<file path="src/rtl/uart_tx_arbiter.sv">
// Round-robin scheduler that feeds bytes from two requesters into a single UART
// transmitter, one start strobe per byte, with busy-ack timeout and inter-frame gap.
module uart_tx_arbiter #(
  parameter logic [15:0] GAP_CYCLES  = 16'd16,
  parameter logic [15:0] ACK_TIMEOUT = 16'd1023
) (
  input  logic       clk,
  input  logic       rst,
  input  logic       req0_valid,
  input  logic [7:0] req0_data,
  output logic       req0_ready,
  input  logic       req1_valid,
  input  logic [7:0] req1_data,
  output logic       req1_ready,
  output logic [7:0] tx_data,
  output logic       tx_start,
  input  logic       tx_busy,
  output logic       grant_id,
  output logic       active,
  output logic       timeout_err
);

  typedef enum logic [2:0] {
    IDLE,
    START,
    WAIT_ACK,
    WAIT_DONE,
    GAP
  } state_t;

  state_t      state;
  state_t      state_nxt;
  logic [15:0] cnt;
  logic [15:0] cnt_nxt;
  logic        last_grant;
  logic        sel;
  logic        accept;

  // On a tie the requester that did not win last time gets the byte slot.
  always_comb begin
    sel = 1'b0;
    if (req0_valid && req1_valid) begin
      sel = ~last_grant;
    end else if (req1_valid) begin
      sel = 1'b1;
    end
  end

  // Readies are held low while reset is asserted even though the state is IDLE.
  assign req0_ready = ~rst & (state == IDLE) & ~sel & req0_valid;
  assign req1_ready = ~rst & (state == IDLE) &  sel & req1_valid;
  assign accept     = req0_ready | req1_ready;

  assign tx_start = (state == START);
  assign active   = (state != IDLE);

  always_comb begin
    state_nxt   = state;
    cnt_nxt     = cnt;
    timeout_err = 1'b0;
    case (state)
      IDLE: begin
        if (accept) begin
          state_nxt = START;
        end
      end
      START: begin
        cnt_nxt   = ACK_TIMEOUT;
        state_nxt = WAIT_ACK;
      end
      WAIT_ACK: begin
        if (tx_busy) begin
          state_nxt = WAIT_DONE;
        end else if (cnt == 16'd0) begin
          // The byte is dropped; the transmitter never acknowledged it.
          timeout_err = 1'b1;
          state_nxt   = IDLE;
        end else begin
          cnt_nxt = cnt - 16'd1;
        end
      end
      WAIT_DONE: begin
        if (!tx_busy) begin
          if (GAP_CYCLES == 16'd0) begin
            state_nxt = IDLE;
          end else begin
            cnt_nxt   = GAP_CYCLES;
            state_nxt = GAP;
          end
        end
      end
      GAP: begin
        if (cnt <= 16'd1) begin
          cnt_nxt   = 16'd0;
          state_nxt = IDLE;
        end else begin
          cnt_nxt = cnt - 16'd1;
        end
      end
      default: begin
        state_nxt = IDLE;
      end
    endcase
  end

  always_ff @(posedge clk or posedge rst) begin
    if (rst) begin
      state <= IDLE;
      cnt   <= 16'd0;
    end else begin
      state <= state_nxt;
      cnt   <= cnt_nxt;
    end
  end

  // last_grant starts at 1 so that requester 0 wins the first tie.
  always_ff @(posedge clk or posedge rst) begin
    if (rst) begin
      tx_data    <= 8'h00;
      grant_id   <= 1'b0;
      last_grant <= 1'b1;
    end else if (accept) begin
      tx_data    <= sel ? req1_data : req0_data;
      grant_id   <= sel;
      last_grant <= sel;
    end
  end

endmodule

</file>
<file path="config.mk">
export PLATFORM = sky130hd
export DESIGN_NAME = uart_tx_arbiter
export DESIGN_NICKNAME = d
export VERILOG_FILES = /design/src/rtl/uart_tx_arbiter.sv
export SDC_FILE = /design/constraint.sdc
export NUM_CORES = 1
export LEC_CHECK = 0
export ABC_AREA = 1
export ABC_CLOCK_PERIOD_IN_PS = 2200
export BUFFER_PORTS_ARGS = -buffer_cell sky130_fd_sc_hd__buf_4
export CORE_ASPECT_RATIO = 1.2
export CORE_UTILIZATION = 35
export CTS_BUF_LIST = sky130_fd_sc_hd__clkbuf_4 sky130_fd_sc_hd__clkbuf_8
export DETAILED_ROUTE_END_ITERATION = 8
export GPL_TIMING_DRIVEN = 0
export SLEW_MARGIN = 20
export SYNTH_ARGS = -nofsm -noshare
export SYNTH_HDL_FRONTEND = slang
export SYNTH_SLANG_ARGS = --single-unit
</file>
<file path="constraint.sdc">
create_clock -name clk -period 2.2 [get_ports clk]
set_clock_uncertainty 0.05 [all_clocks]
set_input_delay 0.22 -clock clk [delete_from_list [all_inputs] [get_ports clk]]
set_output_delay 0.22 -clock clk [all_outputs]
set_load 0.01 [all_outputs]
</file>
# ---- Word-level counts from Yosys, hierarchy flattened
# Cells that the tools add are included.
dict set report classes {
  n_reduce_logical 7
  order_cmp 1
  addsub 1
  muxes 17
  n_bitwise 9
  eq_ne 10
}
# cell count
set op_table {}
lappend op_table {{$mux W16} 4}
lappend op_table {{$pmux W16 S4} 1}
lappend op_table {{$le A16 B1 Y1 const B} 1}
lappend op_table {{$logic_not A16 Y1} 1}
lappend op_table {{$sub A16 B1 Y16 const B} 1}
lappend op_table {{$mux W3} 5}
lappend op_table {{$pmux W3 S5} 1}
lappend op_table {{$ne A2 B2 Y1 const B} 5}
lappend op_table {{$mux W8} 1}
lappend op_table {{$reduce_and A4 Y1} 2}
lappend op_table {{$eq A3 B2 Y1 const B} 2}
lappend op_table {{$and A1 B1 Y1} 5}
lappend op_table {{$mux W1} 5}
lappend op_table {{$reduce_bool A4 Y1} 1}
lappend op_table {{$eq A3 B1 Y1 const B} 1}
lappend op_table {{$eq A3 B3 Y1 const B} 1}
lappend op_table {{$logic_not A3 Y1} 1}
lappend op_table {{$ne A3 B3 Y1 const B} 1}
lappend op_table {{$not A1 Y1} 3}
lappend op_table {{$reduce_bool A3 Y1} 1}
lappend op_table {{$logic_and A1 B1 Y1} 1}
lappend op_table {{$or A1 B1 Y1} 1}
dict set report word_totals {
  out_inout_bits 14
  wordCells 50
  regBits 29
  in_bits 21
}

# ---- Logic depth before layout (Yosys ltp)
# Gate-level depths: netlist (run 1).
dict set report logic_depth {
  word_depth 8
  depth_mapped 12
  mapped_depth_nobuf 12
}

# ---- Worst setup path after synthesis (run 1)
# No wires, ideal clock.
dict set report synth_path {
  path_kind {register -> register}
  from {register cnt[0]}
  to {register cnt[7]}
  required_ns 2.034
  setup_time_ns 0.116
  period_less_slack_ns 1.629
  stages_incl_launch_ff 13
  setup_slack_ns 0.571
  n_path_buf 1
  arrival_ns 1.463
  cell_sequence {dfrtp_1 -> inv_1 -> ha_1 -> nand2_2 -> nor2_4 -> nand2_2 -> nand3_2 -> nand2_1 -> buf_2 -> nand2_1 -> nand2_1 -> nand2_1 -> nand2_1}
}
dict set report synth_via {
  elab_chain_len 4
  elab_cells_between_ends 9
  cone_classes {add/sub (1); order compare (1); eq/ne (1); mux (4); reduce/logical (2)}
}
# item line_no
set synth_lines {}
lappend synth_lines {{start, declared} 33} ;# logic [15:0] cnt;
lappend synth_lines {{start signal, assigned} 112} ;# cnt <= cnt_nxt;
lappend synth_lines {{$sub A16 B1 Y16} {79, 97}}
lappend synth_lines {{$mux W16} 74} ;# end else if (cnt == 16'd0) begin
lappend synth_lines {{$mux W16} 72} ;# if (tx_busy) begin
lappend synth_lines {{$pmux W16 S4} 61} ;# case (state)
# Parallel ways exist; a longest one is shown, timed or not. The select of a mux whose other input is x is not followed.
# A chain may end at the register's enable or synchronous reset.

# ---- Worst setup path in the final report (run 1)
dict set report layout_path {
  from {register cnt[0]}
  to {output port timeout_err}
}
dict set report layout_via {
  elab_chain_len 4
}
# item line_no
set layout_lines {}
lappend layout_lines {{$logic_not A16 Y1} 74}
lappend layout_lines {{$mux W1} 74}
lappend layout_lines {{$mux W1} 72}
lappend layout_lines {{$mux W1} 61}
lappend layout_lines {{end, declared} 20} ;# output logic timeout_err
# Every way passes these cells.

==> impl_metrics.tcl, run 1 <==
set metrics [dict create \
    grt_pass1_vias 1661 \
    setup_ws_ns 0.161 \
    clockBufferDepth 2 \
    post_cts_buffers 0 \
    grt-busiest-layer "met2" \
    place_inst 368 \
    dr_total_vias 1744 \
    crit_fanout 5 \
    io_buffers 34 \
    track_usage 0.165 \
    cts_tree "done" \
    nNetsFinal 338 \
    slowest_delay_ns 0.38 \
    synth.most_common_cell "nand2_1" \
    dp_slack_ns 0.339 \
    cts_resized 0 \
    drive_gt1_frac 0.218 \
    max-cap-violations 0 \
    hold_viol_final 28 \
    ys_seq_area_frac 0.385 \
    syn_area_per_cell_sq_um 6.89 \
    core_sq_um 5040 \
    drc 0 \
    ys_top_cells_by_area "dfrtp_1, nand2_1, nor2_1" \
    syn-num-nets 297 \
    clk_pin_slew_worst_paths_ns 0.07 \
    drt_first_iter_violations 89 \
    violations "negative hold slack" \
    slew_violations 0 \
    fmax_mhz 490 \
    cts_hold_buffers 0 \
    h-tree-depth 2 \
    rows 28 \
    critPathKind "flop to primary output" \
    first_pass_iters 4 \
    place_area_sq_um 2220 \
    p_leak_nw 1.22 \
    fin_crit_sh 0.927 \
    cts-root-buf "clkbuf_8" \
    initial_core_util 0.374 \
    die_h_um 82.5 \
    pin_count 35 \
    post_drt_wl_per_cell_um 11.4 \
    period_minus_slack_ns 2.04 \
    antenna_found_initial 0 \
    syn_area_sq_um 1890 \
    synth_flop_cell "dfrtp_1" \
    cts_buffers 5 \
    status "finished, violations left" \
    grt_max_degree 30 \
    cp-end-kind "primary output" \
    finalSetupTns_ns 0 \
    cp_cell_sequence "inv_1, ha_1, nand2_2, nor2_4, nand2_2, nor3_1, buf_4" \
    via_per_inst 4.64 \
    areaGrowthSynthToFinish_pct 22.7 \
    power_density_nw_per_um2 493 \
    dieWidth_um 69.0 \
    hold_slack_ns -0.0208 \
    finalWirelength_mm 4.28 \
    drtAntennaViolNets 0 \
    overflow 0 \
    tightest_slew_ns 0.627 \
    worstSetupStartpointType "flop" \
    synth_cell_types 30 \
    holdCritPathClass "input pin to async pin" \
    met3_usage 0.0425 \
    met1_usage 0.186 \
    grt_pass1_wl_mm 7.34 \
    clock_latency_ns 0.28 \
    cp.required_ns 1.93 \
    ir_worst_vdd_mv 0.234 \
    fin_cells 376 \
    fillers 553 \
    synth_area_leader_cell "dfrtp_1" \
    rsz0062_at_grt "no" \
    finalPower_mw 1.14 \
    arrival_ns 1.77 \
    synth_top_area_share 0.371 \
    ys_ff_latch 29 \
    antenna_cells 0 \
    path_common_cell "nand2_2" \
    post-route-cell-area_sq_um 2320 \
    synth_common_cells "nand2_1, nor2_1, dfrtp_1, inv_1, nand3_1" \
    async_flop_share 1.00 \
    grt_util_met2 0.301 \
    finalSetupViolCount 0 \
    maxSlewHeadroom 0.581 \
    cts_sinks 29 \
    dieArea_sq_um 5690 \
    yosys_warnings 0 \
    synth_cells 274 \
    cpMaxStageDelayCell "dfrtp_1" \
    finalWeightedCongestion 0.793 \
    hpwl_mm 3.27 \
    synth-edff-count 0 \
]
-- worst paths after layout --
kind	startpoint	end	slack (ns)	depth (start not counted)
min in group clk	req0_data[5]	tx_data[5]$_DFFE_PP0P_	0.16	3
setup reg to reg	cnt[0]$_DFFE_PP0P_	cnt[7]$_DFFE_PP0P_	0.33	12
setup / recovery	cnt[0]$_DFFE_PP0P_	timeout_err	0.16	7
hold reg to reg	last_grant$_DFFE_PP1P_	last_grant$_DFFE_PP1P_	0.42	2
max in group asynchronous	rst	cnt[15]$_DFFE_PP0P_	1.71	2
hold / removal	rst	cnt[1]$_DFFE_PP0P_	-0.02	2
-- area by class of cell --
| type | count | area [sq um] | area share |
|---|---|---|---|
| clock buffers | 8 | 97.6 | 0.0421 |
| repair buffers | 34 | 255 | 0.110 |
| inverters | 30 | 115 | 0.0497 |
| well taps | 60 | 75.1 | 0.0324 |
| multi-input cells | 211 | 1020 | 0.441 |
| flip-flops and latches | 29 | 727 | 0.314 |
| plain buffers | 4 | 25.0 | 0.0108 |
-- sequential cells by signal (all words and copies together), names as in the netlist --
signal,flops
state,3
tx_data,8
grant_id,1
last_grant,1
cnt,16
-- metrics by stage --
| step | hold slack (ns) | util |
|---|---|---|
| 6_report | -0.0208 | 0.459 |
| 3_5_place_dp | 0.306 | 0.440 |
| 5_1_grt | 0.0450 | 0.459 |
| 3_3_place_gp | 0.400 | 0.440 |
| 4_1_cts | 0.00221 | 0.459 |
| 2_1_floorplan | 0.247 | - |
-- kinds of logic (layout without fill, tap and decap cells) --
logic type	after synthesis	after routing	synth area share
simple gates	181	181	0.422
buf+inv	34	76	0.0742
flops	29	29	0.385
compound gates	20	20	0.0683
xor+xnor	8	8	0.0371
fa+ha+maj	2	2	0.0133
-- metal layers --
layer  share of wire  vias up
met5               0        -
met3           0.054        5
met4           0.011        0
met1            0.44      763
li1                -      936
met2            0.50       40
-- worst max-delay path, delay by kind of cell (launching register included) --
| kind | cells | cell delay, ns |
|---|---|---|
| flops | 1 | 0.38 |
| simple gates | 4 | 0.60 |
| fa+ha+maj | 1 | 0.22 |
| buf+inv | 2 | 0.29 |
-- layout by cell type, fill, tap and decap left out --
| cell type | count |
|---|---|
| nand2_1 | 107 |
| nor2_1 | 36 |
| buf_4 | 34 |
| dfrtp_1 | 28 |
| inv_1 | 24 |
| nand3_1 | 13 |
| a31oi_1 | 8 |
| xor2_1 | 8 |
| nand2_2 | 6 |
| nand4_1 | 6 |
| clkbuf_8 | 6 |
| inv_2 | 5 |
| a21boi_1 | 4 |
| o21ai_0 | 4 |
| nor2_2 | 3 |
| nand3_2 | 2 |
| buf_2 | 2 |
| nor2_4 | 2 |
| nor3_1 | 2 |
| ha_1 | 2 |
| clkbuf_4 | 2 |
| a21boi_0 | 1 |
| clkbuf_1 | 1 |
| nand2_4 | 1 |
| nor3_2 | 1 |
| o21ai_1 | 1 |
| nand2_8 | 1 |
| nor3b_1 | 1 |
| inv_4 | 1 |
| buf_6 | 1 |
| a21oi_1 | 1 |
| a21boi_2 | 1 |
| dfstp_2 | 1 |
-- power by group --
group / switching, mW / internal [mW] / total (mW) / leakage, nW
Sequential: 0.00790 / 0.549 / 0.557 / 0.343
Combinational: 0.0473 / 0.0527 / 0.100 / 0.825
Clock: 0.204 / 0.279 / 0.483 / 0.0523
Total: 0.259 / 0.882 / 1.14 / 1.22
Power figures use the tool's default switching activity.
==> run 2, diff against run 1 <==
--- a/config.mk
+++ b/config.mk
@@ -8,7 +8,7 @@
 export ABC_AREA = 1
 export ABC_CLOCK_PERIOD_IN_PS = 2200
 export BUFFER_PORTS_ARGS = -buffer_cell sky130_fd_sc_hd__buf_4
-export CORE_ASPECT_RATIO = 1.2
+export CORE_ASPECT_RATIO = 1.5
 export CORE_UTILIZATION = 35
 export CTS_BUF_LIST = sky130_fd_sc_hd__clkbuf_4 sky130_fd_sc_hd__clkbuf_8
 export DETAILED_ROUTE_END_ITERATION = 8
==> impl_metrics.tcl, run 2 (same netlist as run 1, synthesis figures left out) <==
set metrics [dict create \
    drt_first_iter_violations 73 \
    p_leak_nw 1.22 \
    cts_tree "done" \
    drtAntennaViolNets 0 \
    post_drt_wl_per_cell_um 11.2 \
    io_buffers 34 \
    p_int_uw 882 \
    p_switching_uw 267 \
    initial_core_util 0.366 \
    max-cap-violations 0 \
    cp.required_ns 1.93 \
    worstSetupStartpointType "flop" \
    fmax_mhz 498 \
    hold_viol_final 28 \
    tightest_slew_ns 0.630 \
    post_cts_buffers 0 \
    fin_cells 384 \
    postLayoutCoreUtil 0.450 \
    grt_pass1_wl_mm 7.69 \
    cts-root-buf "clkbuf_8" \
    nNetsFinal 338 \
    place_inst 376 \
    maxSlewHeadroom 0.579 \
    final_cell_mix "nand2_1, nor2_1, buf_4" \
    violations "negative hold slack" \
    p_comb_frac 0.086 \
    fin_crit_sh 0.913 \
    largest_reg_flops 16 \
    grt_pass1_vias 1762 \
    first_pass_iters 4 \
    rsz0062_at_grt "no" \
    crit_fanout 5 \
    dieArea_sq_um 5700 \
    period_minus_slack_ns 2.01 \
    ir_worst_vdd_mv 0.289 \
    hpwl_mm 3.31 \
    rrSetupSlack_ns 0.35 \
    drive_gt1_frac 0.218 \
    core_sq_um 5160 \
    rr_startpoint "cnt[1]$_DFFE_PP0P_" \
    fillers 525 \
    drc 0 \
    reg_top3 "cnt (16), tx_data (8), state (3)" \
    finalWirelength_mm 4.30 \
    regMostFlops "cnt" \
    arrival_ns 1.74 \
    overflow 0 \
    status "finished, violations left" \
    layout_commonest_cell "nand2_1" \
    r2r.worst_path.cells 12 \
    cp-end-kind "primary output" \
    cts_sinks 29 \
    clk_pin_slew_worst_paths_ns 0.07 \
    antenna_found_initial 0 \
    power_density_nw_per_um2 494 \
    switching_share 0.232 \
    dieWidth_um 62.0 \
    slew_violations 0 \
    h-tree-depth 2 \
    clockBufferDepth 2 \
    finalPower_mw 1.15 \
    cts_buffers 5 \
    clock_latency_ns 0.28 \
    cts_hold_buffers 0 \
    finalSetupViolCount 0 \
    holdCritPathClass "input pin to async pin" \
    antenna_cells 0 \
    via_per_inst 4.66 \
    clkPwrFrac 0.428 \
    pin_count 35 \
    cts_resized 0 \
    finalWeightedCongestion 0.860 \
    p_seq_frac 0.486 \
    track_usage 0.180 \
    critPathKind "flop to primary output" \
    areaGrowthSynthToFinish_pct 23.2 \
    rows 32 \
    hold_slack_ns -0.0168 \
    grt_max_degree 30 \
    dr_total_vias 1788 \
    rr_endpoint "cnt[8]$_DFFE_PP0P_" \
    die_h_um 92.0 \
    finalSetupTns_ns 0 \
]
[run 2: worst max-delay path by stage]
stage | startpoint | to | slack (ns) | depth (start not counted)
floorplan | cnt[0]$_DFFE_PP0P_ | cnt[7]$_DFFE_PP0P_ | 0.57 | 12
global placement | cnt[0]$_DFFE_PP0P_ | cnt[2]$_DFFE_PP0P_ | 0.35 | 12
detailed placement | cnt[0]$_DFFE_PP0P_ | cnt[7]$_DFFE_PP0P_ | 0.34 | 12
CTS | cnt[1]$_DFFE_PP0P_ | timeout_err | 0.17 | 7
global route | cnt[1]$_DFFE_PP0P_ | timeout_err | 0.02 | 7
finish | cnt[1]$_DFFE_PP0P_ | timeout_err | 0.19 | 7
[run 2: cell type report]
type	instances	area (sq um)	area share
tap	68	85.1	0.0366
clock buffer	8	97.6	0.0420
timing repair buffer	34	255	0.110
inverter	30	115	0.0495
multi-input combinational	211	1020	0.439
buffer	4	25.0	0.0108
sequential	29	727	0.313
[run 2: layer usage]
| layer | global-route usage | vias up | share of wire |
|---|---|---|---|
| met2 | 0.308 | 47 | 0.53 |
| met5 | 0 | - | 0 |
| met3 | 0.0465 | 8 | 0.044 |
| met1 | 0.206 | 796 | 0.41 |
| li1 | - | 937 | - |
| met4 | 0.0667 | 0 | 0.017 |
[run 2: worst max-delay path, stage by stage (launching register included)]
cell and delay (ns):
dfrtp_1 0.38, inv_1 0.10, ha_1 0.20, nand2_2 0.14
nor2_4 0.18, nand2_2 0.11, nor3_1 0.19, buf_4 0.16
[run 2: metrics by stage]
| stage | setup slack [ns] | area [sq um] |
|---|---|---|
| 2_1_floorplan | 0.571 | 1890 |
| 3_3_place_gp | 0.355 | 2230 |
| 3_5_place_dp | 0.335 | 2230 |
| 4_1_cts | 0.172 | 2330 |
| 5_1_grt | 0.0188 | 2330 |
| 6_report | 0.191 | 2330 |
[run 2: power groups by stage]
stage,clock network (mW),logic (mW),registers (mW)
floorplan,0,0.0357,0.574
global placement,0,0.102,0.567
detailed placement,0,0.102,0.567
CTS,0.504,0.102,0.558
global route,0.524,0.114,0.560
finish,0.492,0.0991,0.558
